$ cat config.mk
export PLATFORM = sky130hd
export DESIGN_NAME = press_gen
export DESIGN_NICKNAME = d
export VERILOG_FILES = /design/src/rtl/press_gen.sv
export SDC_FILE = /design/constraint.sdc
export NUM_CORES = 1
export LEC_CHECK = 0
export BUFFER_PORTS_ARGS = -buffer_cell sky130_fd_sc_hd__buf_2
export CAP_MARGIN = 20
export CORE_ASPECT_RATIO = 0.75
export CORE_MARGIN = 3
export CORE_UTILIZATION = 45
export DETAILED_ROUTE_END_ITERATION = 12
export PLACE_DENSITY_LB_ADDON = 0.25
export RECOVER_POWER = 50
export SLEW_MARGIN = 40
export SYNTH_ARGS = -nofsm -noshare
export SYNTH_HDL_FRONTEND = slang
export SYNTH_SLANG_ARGS = --single-unit
$ cat constraint.sdc
create_clock -name clk -period 2.1 [get_ports clk]
set_input_delay 0.315 -clock clk [delete_from_list [all_inputs] [get_ports clk]]
set_output_delay 0.315 -clock clk [all_outputs]
set_load 0.05 [all_outputs]
$ cat src/rtl/press_gen.sv
// press_gen: synthesises clean active-low button presses on press_n, one falling edge per press.
// Define PRESS_GEN_BOUNCE_EN to prefix each press with a 0,1,0,... bounce burst.
module press_gen #(
  parameter int PRESS_CYCLES  = 4,
  parameter int GAP_CYCLES    = 3,
  parameter int BOUNCE_CYCLES = 3
) (
  input  logic       clk,
  input  logic       rst_n,
  input  logic       start,
  input  logic [3:0] count,
  output logic       press_n,
  output logic       busy,
  output logic       done,
  output logic [2:0] dbg_state
);

  localparam int PG_MAX = (PRESS_CYCLES > GAP_CYCLES) ? PRESS_CYCLES : GAP_CYCLES;
`ifdef PRESS_GEN_BOUNCE_EN
  localparam int MAX_CYC = (BOUNCE_CYCLES > PG_MAX) ? BOUNCE_CYCLES : PG_MAX;
`else
  localparam int MAX_CYC = PG_MAX;
`endif
  localparam int TW = $clog2(MAX_CYC + 1);

`ifdef PRESS_GEN_BOUNCE_EN
  typedef enum logic [2:0] {
    S_IDLE = 3'd0, S_PRESS = 3'd1, S_GAP = 3'd2, S_FIN = 3'd3, S_BOUNCE = 3'd4
  } state_t;
  localparam state_t S_ENTRY = S_BOUNCE;
`else
  typedef enum logic [2:0] {
    S_IDLE = 3'd0, S_PRESS = 3'd1, S_GAP = 3'd2, S_FIN = 3'd3
  } state_t;
  localparam state_t S_ENTRY = S_PRESS;
`endif

  state_t        state, state_nxt;
  logic [TW-1:0] timer, timer_nxt;
  logic [3:0]    rem, rem_nxt;
  logic          press_n_nxt;

  assign dbg_state = state;

  // start is a request taken on any edge where the FSM is in IDLE or FIN (busy=0);
  // while busy=1 both start and count are ignored.
  always_comb begin
    state_nxt = state;
    rem_nxt   = rem;
    case (state)
      S_IDLE, S_FIN: begin
        if (start) begin
          if (count != 4'd0) begin
            rem_nxt   = count;
            state_nxt = S_ENTRY;
          end else begin
            state_nxt = S_FIN;
          end
        end else begin
          state_nxt = S_IDLE;
        end
      end
`ifdef PRESS_GEN_BOUNCE_EN
      S_BOUNCE: if (timer == '0) state_nxt = S_PRESS;
`endif
      S_PRESS:  if (timer == '0) state_nxt = S_GAP;
      S_GAP: begin
        if (timer == '0) begin
          rem_nxt   = rem - 4'd1;
          state_nxt = (rem != 4'd1) ? S_ENTRY : S_FIN;
        end
      end
      default: state_nxt = S_IDLE;
    endcase
  end

  // Timer counts down to zero and reloads on every state entry.
  always_comb begin
    timer_nxt = (timer != '0) ? timer - TW'(1) : timer;
    if (state_nxt != state) begin
      case (state_nxt)
        S_PRESS:  timer_nxt = TW'(PRESS_CYCLES - 1);
        S_GAP:    timer_nxt = TW'(GAP_CYCLES - 1);
`ifdef PRESS_GEN_BOUNCE_EN
        S_BOUNCE: timer_nxt = TW'(BOUNCE_CYCLES - 1);
`endif
        default:  timer_nxt = '0;
      endcase
    end
  end

  // Outputs are registered from the next state so they line up with the state register.
  always_comb begin
    press_n_nxt = 1'b1;
    case (state_nxt)
      S_PRESS:  press_n_nxt = 1'b0;
`ifdef PRESS_GEN_BOUNCE_EN
      S_BOUNCE: press_n_nxt = (state == S_BOUNCE) ? ~press_n : 1'b0;
`endif
      default:  press_n_nxt = 1'b1;
    endcase
  end

  always_ff @(posedge clk) begin
    if (!rst_n) begin
      state   <= S_IDLE;
      timer   <= '0;
      rem     <= 4'd0;
      press_n <= 1'b1;
      busy    <= 1'b0;
      done    <= 1'b0;
    end else begin
      state   <= state_nxt;
      timer   <= timer_nxt;
      rem     <= rem_nxt;
      press_n <= press_n_nxt;
      busy    <= (state_nxt != S_IDLE) && (state_nxt != S_FIN);
      done    <= (state_nxt == S_FIN);
    end
  end

endmodule

== After elaboration in Yosys (flattened, before gate mapping) ==
Cells that the tools add are included.

* Input bits: 7
* Output and inout port bits: 6
* Register bits: 13

* Reduce and logical (&&, ||, !) cells: 10
* $add $sub $neg: 2
* Equality and inequality tests: 12
* Muxes and demuxes: 14

{| class="wikitable"
|+ Operator list
! cell !! count
|-
| two-way mux 3 bit || 5
|-
| == test 3 x 2 -> 1 bit (second input constant) || 4
|-
| two-way mux 4 bit || 3
|-
| one-hot mux 3 bit (3 select lines) || 1
|-
| one-hot mux 4 bit (2 select lines) || 1
|-
| == test 3 x 1 -> 1 bit (second input constant) || 2
|-
| logical NOT 3 bit || 2
|-
| != test 2 bit (second input constant) || 3
|-
| nonzero test 3 bit || 2
|-
| two-way mux 2 bit || 2
|-
| != test 4 x 1 -> 1 bit (second input constant) || 1
|-
| one-hot mux 2 bit (2 select lines) || 1
|-
| AND reduction 4 bit || 1
|-
| nonzero test 2 bit || 2
|-
| nonzero test 4 bit || 1
|-
| subtractor 4 x 1 -> 4 bit (second input constant) || 1
|-
| != test 3 x 2 -> 1 bit (second input constant) || 1
|-
| != test 3 bit || 1
|-
| subtractor 3 x 1 -> 3 bit (second input constant) || 1
|-
| OR reduction 2 bit || 1
|-
| logical AND 1 bit || 1
|-
| two-way mux 1 bit || 1
|}

== Longest topological paths before layout ==
* Depth in word-level cells: 7
* Mapped depth: 8
* Depth with buffers taken out: 7

== Least setup slack after synthesis ==
Ideal clock, no wire load.

* Kind: reg-to-reg
* Start point: reg state[0], in the netlist dbg_state[0]
* End point: reg timer[1]
* Period minus slack after synthesis: 2087 ps
* Data arrival time: 1988 ps
* Data required time: 2000 ps
* Library setup time: 100 ps
* Stages on the path, launching flop included: 7
* Slack: 13 ps
* Cell sequence: dfxtp_1 -> buf_4 -> and2b_1 -> o21ai_4 -> a31oi_4 -> or3_4 -> a2111oi_4

* Longest elaborated chain between the ends: 6
* Elaborated cells between the ends (all ways): 14
* Those cells by class: 6 x eq/ne; 5 x mux; 3 x reduce/logical

{| class="wikitable"
|+ Ends and longest elaborated chain
! item !! RTL line !! source
|-
| start, declared || 38 || <nowiki>state_t state, state_nxt;</nowiki>
|-
| start signal, assigned || 113 || <nowiki>state <= state_nxt;</nowiki>
|-
| == test 3 x 2 -> 1 bit / logical NOT 3 bit (equally long branches) || 50 || <nowiki>case (state)</nowiki>
|-
| OR reduction 2 bit || 50 ||
|-
| one-hot mux 3 bit (3 select lines) || 50 ||
|-
| == test 3 x 2 -> 1 bit / == test 3 x 1 -> 1 bit (equally long branches) || 81 || <nowiki>case (state_nxt)</nowiki>
|-
| one-hot mux 2 bit (2 select lines) || 81 ||
|-
| two-way mux 3 bit || 80 || <nowiki>if (state_nxt != state) begin</nowiki>
|-
| end signal, assigned || 114 || <nowiki>timer <= timer_nxt;</nowiki>
|-
| end, declared || 39 || <nowiki>logic [TW-1:0] timer, timer_nxt;</nowiki>
|}

Several ways; a longest one is shown, not always the timed one.
A chain may end at the register's enable or synchronous reset.

== Final worst setup path ==
* Start point: reg timer[0]
* End point: reg timer[1]

* Longest elaborated chain between the ends: 6
* Elaborated cells between the ends (all ways): 13
* Those cells by class: 1 x add/sub; 3 x eq/ne; 6 x mux; 3 x reduce/logical

{| class="wikitable"
|+ Ends and longest elaborated chain
! item !! RTL line
|-
| logical NOT 3 bit || 66, 68
|-
| two-way mux 3 bit, on equally long branches || 68, 66
|-
| one-hot mux 3 bit (3 select lines) || 50
|-
| == test 3 x 2 -> 1 bit / == test 3 x 1 -> 1 bit (equally long branches) || 81
|-
| one-hot mux 2 bit (2 select lines) || 81
|-
| two-way mux 3 bit || 80
|}

Several ways; a longest one is shown, not always the timed one. The select of a mux whose other input is x is not followed.

==> impl_metrics.yaml <==
status:
  status: "finished, final reports clean"
pwr:
  p_leak_nw: 0.380
  pwr_density_cell_mw_per_mm2: 683
  finalPower_mw: 0.709
  ir_drop_v: 0.000560
worst_setup_path:
  critical-path-max-stage-delay_ns: 0.42
  worst_setup_path_start_kind: "flip-flop"
  required_ns: 2.28
  cp_cell_sequence: "inv_1 > ha_2 > and2b_2 > nand2_1 > a31oi_4 > or3_4 > a2111oi_4"
  cp_data_arrival_time_ns: 2.16
  worstSetupEndpointType: "flip-flop"
  worstSetupPathType: "reg2reg"
  cp_slowest_cell: "or3_4"
  worstPathMaxFanout: 9
timing:
  setup_tns_ns: 0
  fin_crit_ns: 1.97
  finalWorstSetupSlack_ns: 0.129
  finalSetupViolations: 0
  skew_ns: 0.00756
  timing.hold.ws_ns: 0.289
  finalCritPeriodShare_pct: 93.9
  worst_pin_slew_ns: 0.596
  clock.fmax_mhz: 507
  hold_violations: 0
  rsz0062_at_grt: "false"
  slew_violations: 0
  relSlewSlack_pct: 60.4
route:
  wirelength_um: 1980
  drt_iter0_drc: 25
  drc: 0
  viasPerCell: 5.64
  ant_nets: 0
  via_count: 835
  drtPass1Iterations: 4
  routedWlPerCell_um: 13.4
global_route:
  grt.total_usage_pct: 17.3
  antenna_found_initial: 0
  grt-ovfl-total: 0
  first_global_vias: 780
  grt_max_degree: 13
  grt_pass1_wl_um: 3460
floorplan:
  rows: 13
  core_mm2: 0.00187
  dieArea_mm2: 0.00271
  die_h_um: 45.9
  io_pins: 13
  start_util_pct: 51.0
  fp.dieW_um: 59.2
place:
  dp_cells: 144
  place.gp.congestion: 0.852
  hpwl_um: 1550
  post-place-ws_ns: 0.0739
  placed_area_mm2: 0.00102
  io_buffer_count: 12
layout:
  area_growth_pct: 8.92
  layout.nets: 138
  post-route-util_pct: 55.5
  diodes: 0
  final_area_mm2: 0.00104
  multi_input_area_um2: 621
  nFillCells: 185
  regArea_um2: 263
  final_cells: 148
  layout-drive-gt1-share_pct: 22.2
synth:
  postSynthCellCount: 112
  syn_nets: 123
  synth_area_leaders: "dfxtp_1 (27%), a21oi_1 (5.2%), ha_1 (5.2%)"
  synth_edf_count: 0
  yosys.area.top_type: "dfxtp_1"
  yosysTopAreaCellShare_pct: 27.3
  synth_common_cells: "dfxtp_1 (13), a21oi_1 (10), nand2_1 (10), o21ai_0 (10)"
  syn_avg_cell_area_um2: 8.51
  yosysWarnings: 0
  synth-seq-cells: 13
  netlist_area_um2: 953
  synth.distinct_cells: 39
  synth_flop_cell: "dfxtp_1"
  ys_seq_area_share_pct: 27.3
  synth.most_common_cell: "dfxtp_1"
  async_reset_ff_share_pct: 0
hold_path:
  hp-class: "in2reg"
flow_run:
  maxCapViolations: 0
clocking:
  insertion_delay_ns: 0.28
  holdBufCountCts: 0
  cts_buffers: 3
  clock_path_buffers: 2
  htreeDepth: 1
  cts_root_buf: "clkbuf_4"
  clk_pin_slew_ns: 0.08
  cts_tree: "built"
  clock-sinks: 13
## final timing paths
kind / cells past startpoint / slack (ns) / end / from
worst max-delay path: 7 / 0.13 / timer[1] / timer[0]
worst min-delay path: 2 / 0.29 / dbg_state[1] / rst_n
worst max register to register: 7 / 0.13 / timer[1] / timer[0]
worst min register to register: 2 / 0.47 / rem[1] / rem[1]
## metal layers
layer	part of all wire [%]	vias up	routed length, µm	global-route usage, %
met4	0.51	0	10	4.07
met5	0	-	0	0
met3	5.1	2	100	5.95
met2	42	26	840	25.1
li1	-	431	-	-
met1	52	376	1030	24.5
## registers in the layout, summed over array words and instances (netlist names)
register and flops:
done 1, press_n 1, busy 1, timer 3
rem 4, dbg_state 3
## cell type report
class	instances	share of cell area (%)
Multi-Input combinational cell	87	59.8
Sequential cell	13	25.3
Timing Repair Buffer	15	7.23
Tap cell	22	2.65
Clock buffer	4	2.53
Inverter	7	2.53
## critical path, delay by kind of cell (launching register included)
family	cells	cell delay, ns
flip-flops	1	0.35
AND/OR/NAND/NOR	3	0.77
adder cells (fa/ha/maj)	1	0.21
AO/OA/AOI/OAI	2	0.48
buffers and inverters	1	0.07
## kinds of logic (layout without fill, tap and decap cells)
kind of cell	Yosys count	count (layout)	synth area share [%]
buffers and inverters	12	26	6.82
AOI/OAI and AO/OA	36	36	29.7
adders and majority gates	4	4	5.25
muxes	1	1	1.05
and+or+nand+nor	45	45	29.5
other	1	1	0.393
DFF	13	13	27.3
## placed cells by master (no fill, tap or decap), drive strengths merged
cell	Yosys	final
o21ai	12	12
inv	7	7
o21bai	2	2
nand3	2	2
nor2	7	7
nor3b	1	1
a2111oi	1	1
nand4	1	1
or3	2	2
nor3	2	2
a211oi	2	2
nand2	10	10
a31oi	4	4
o21a	1	1
dfxtp	13	13
nor4	4	4
and2b	4	4
a311oi	1	1
o32ai	1	1
clkbuf	0	10
o2111ai	1	1
and2	2	2
buf	5	9
a21oi	10	10
mux2i	1	1
o32a	1	1
nor2b	2	2
conb	1	1
nand2b	6	6
ha	4	4
or3b	1	1
or2b	1	1
## repair_timing
| item | in CTS | in global routing |
|---|---|---|
| gates resized for setup | 0 | 4 |
| endpoints found under the setup margin | 0 | 1 |
| buffers inserted | 0 | 0 |
## report_power, final
group / leakage [nW] / internal, mW / switching, mW
logic: 0.258 / 0.0993 / 0.168
registers: 0.107 / 0.268 / 0.0168
clock network: 0.0150 / 0.0737 / 0.0828
Note: power is estimated with default switching activity, not from simulation.
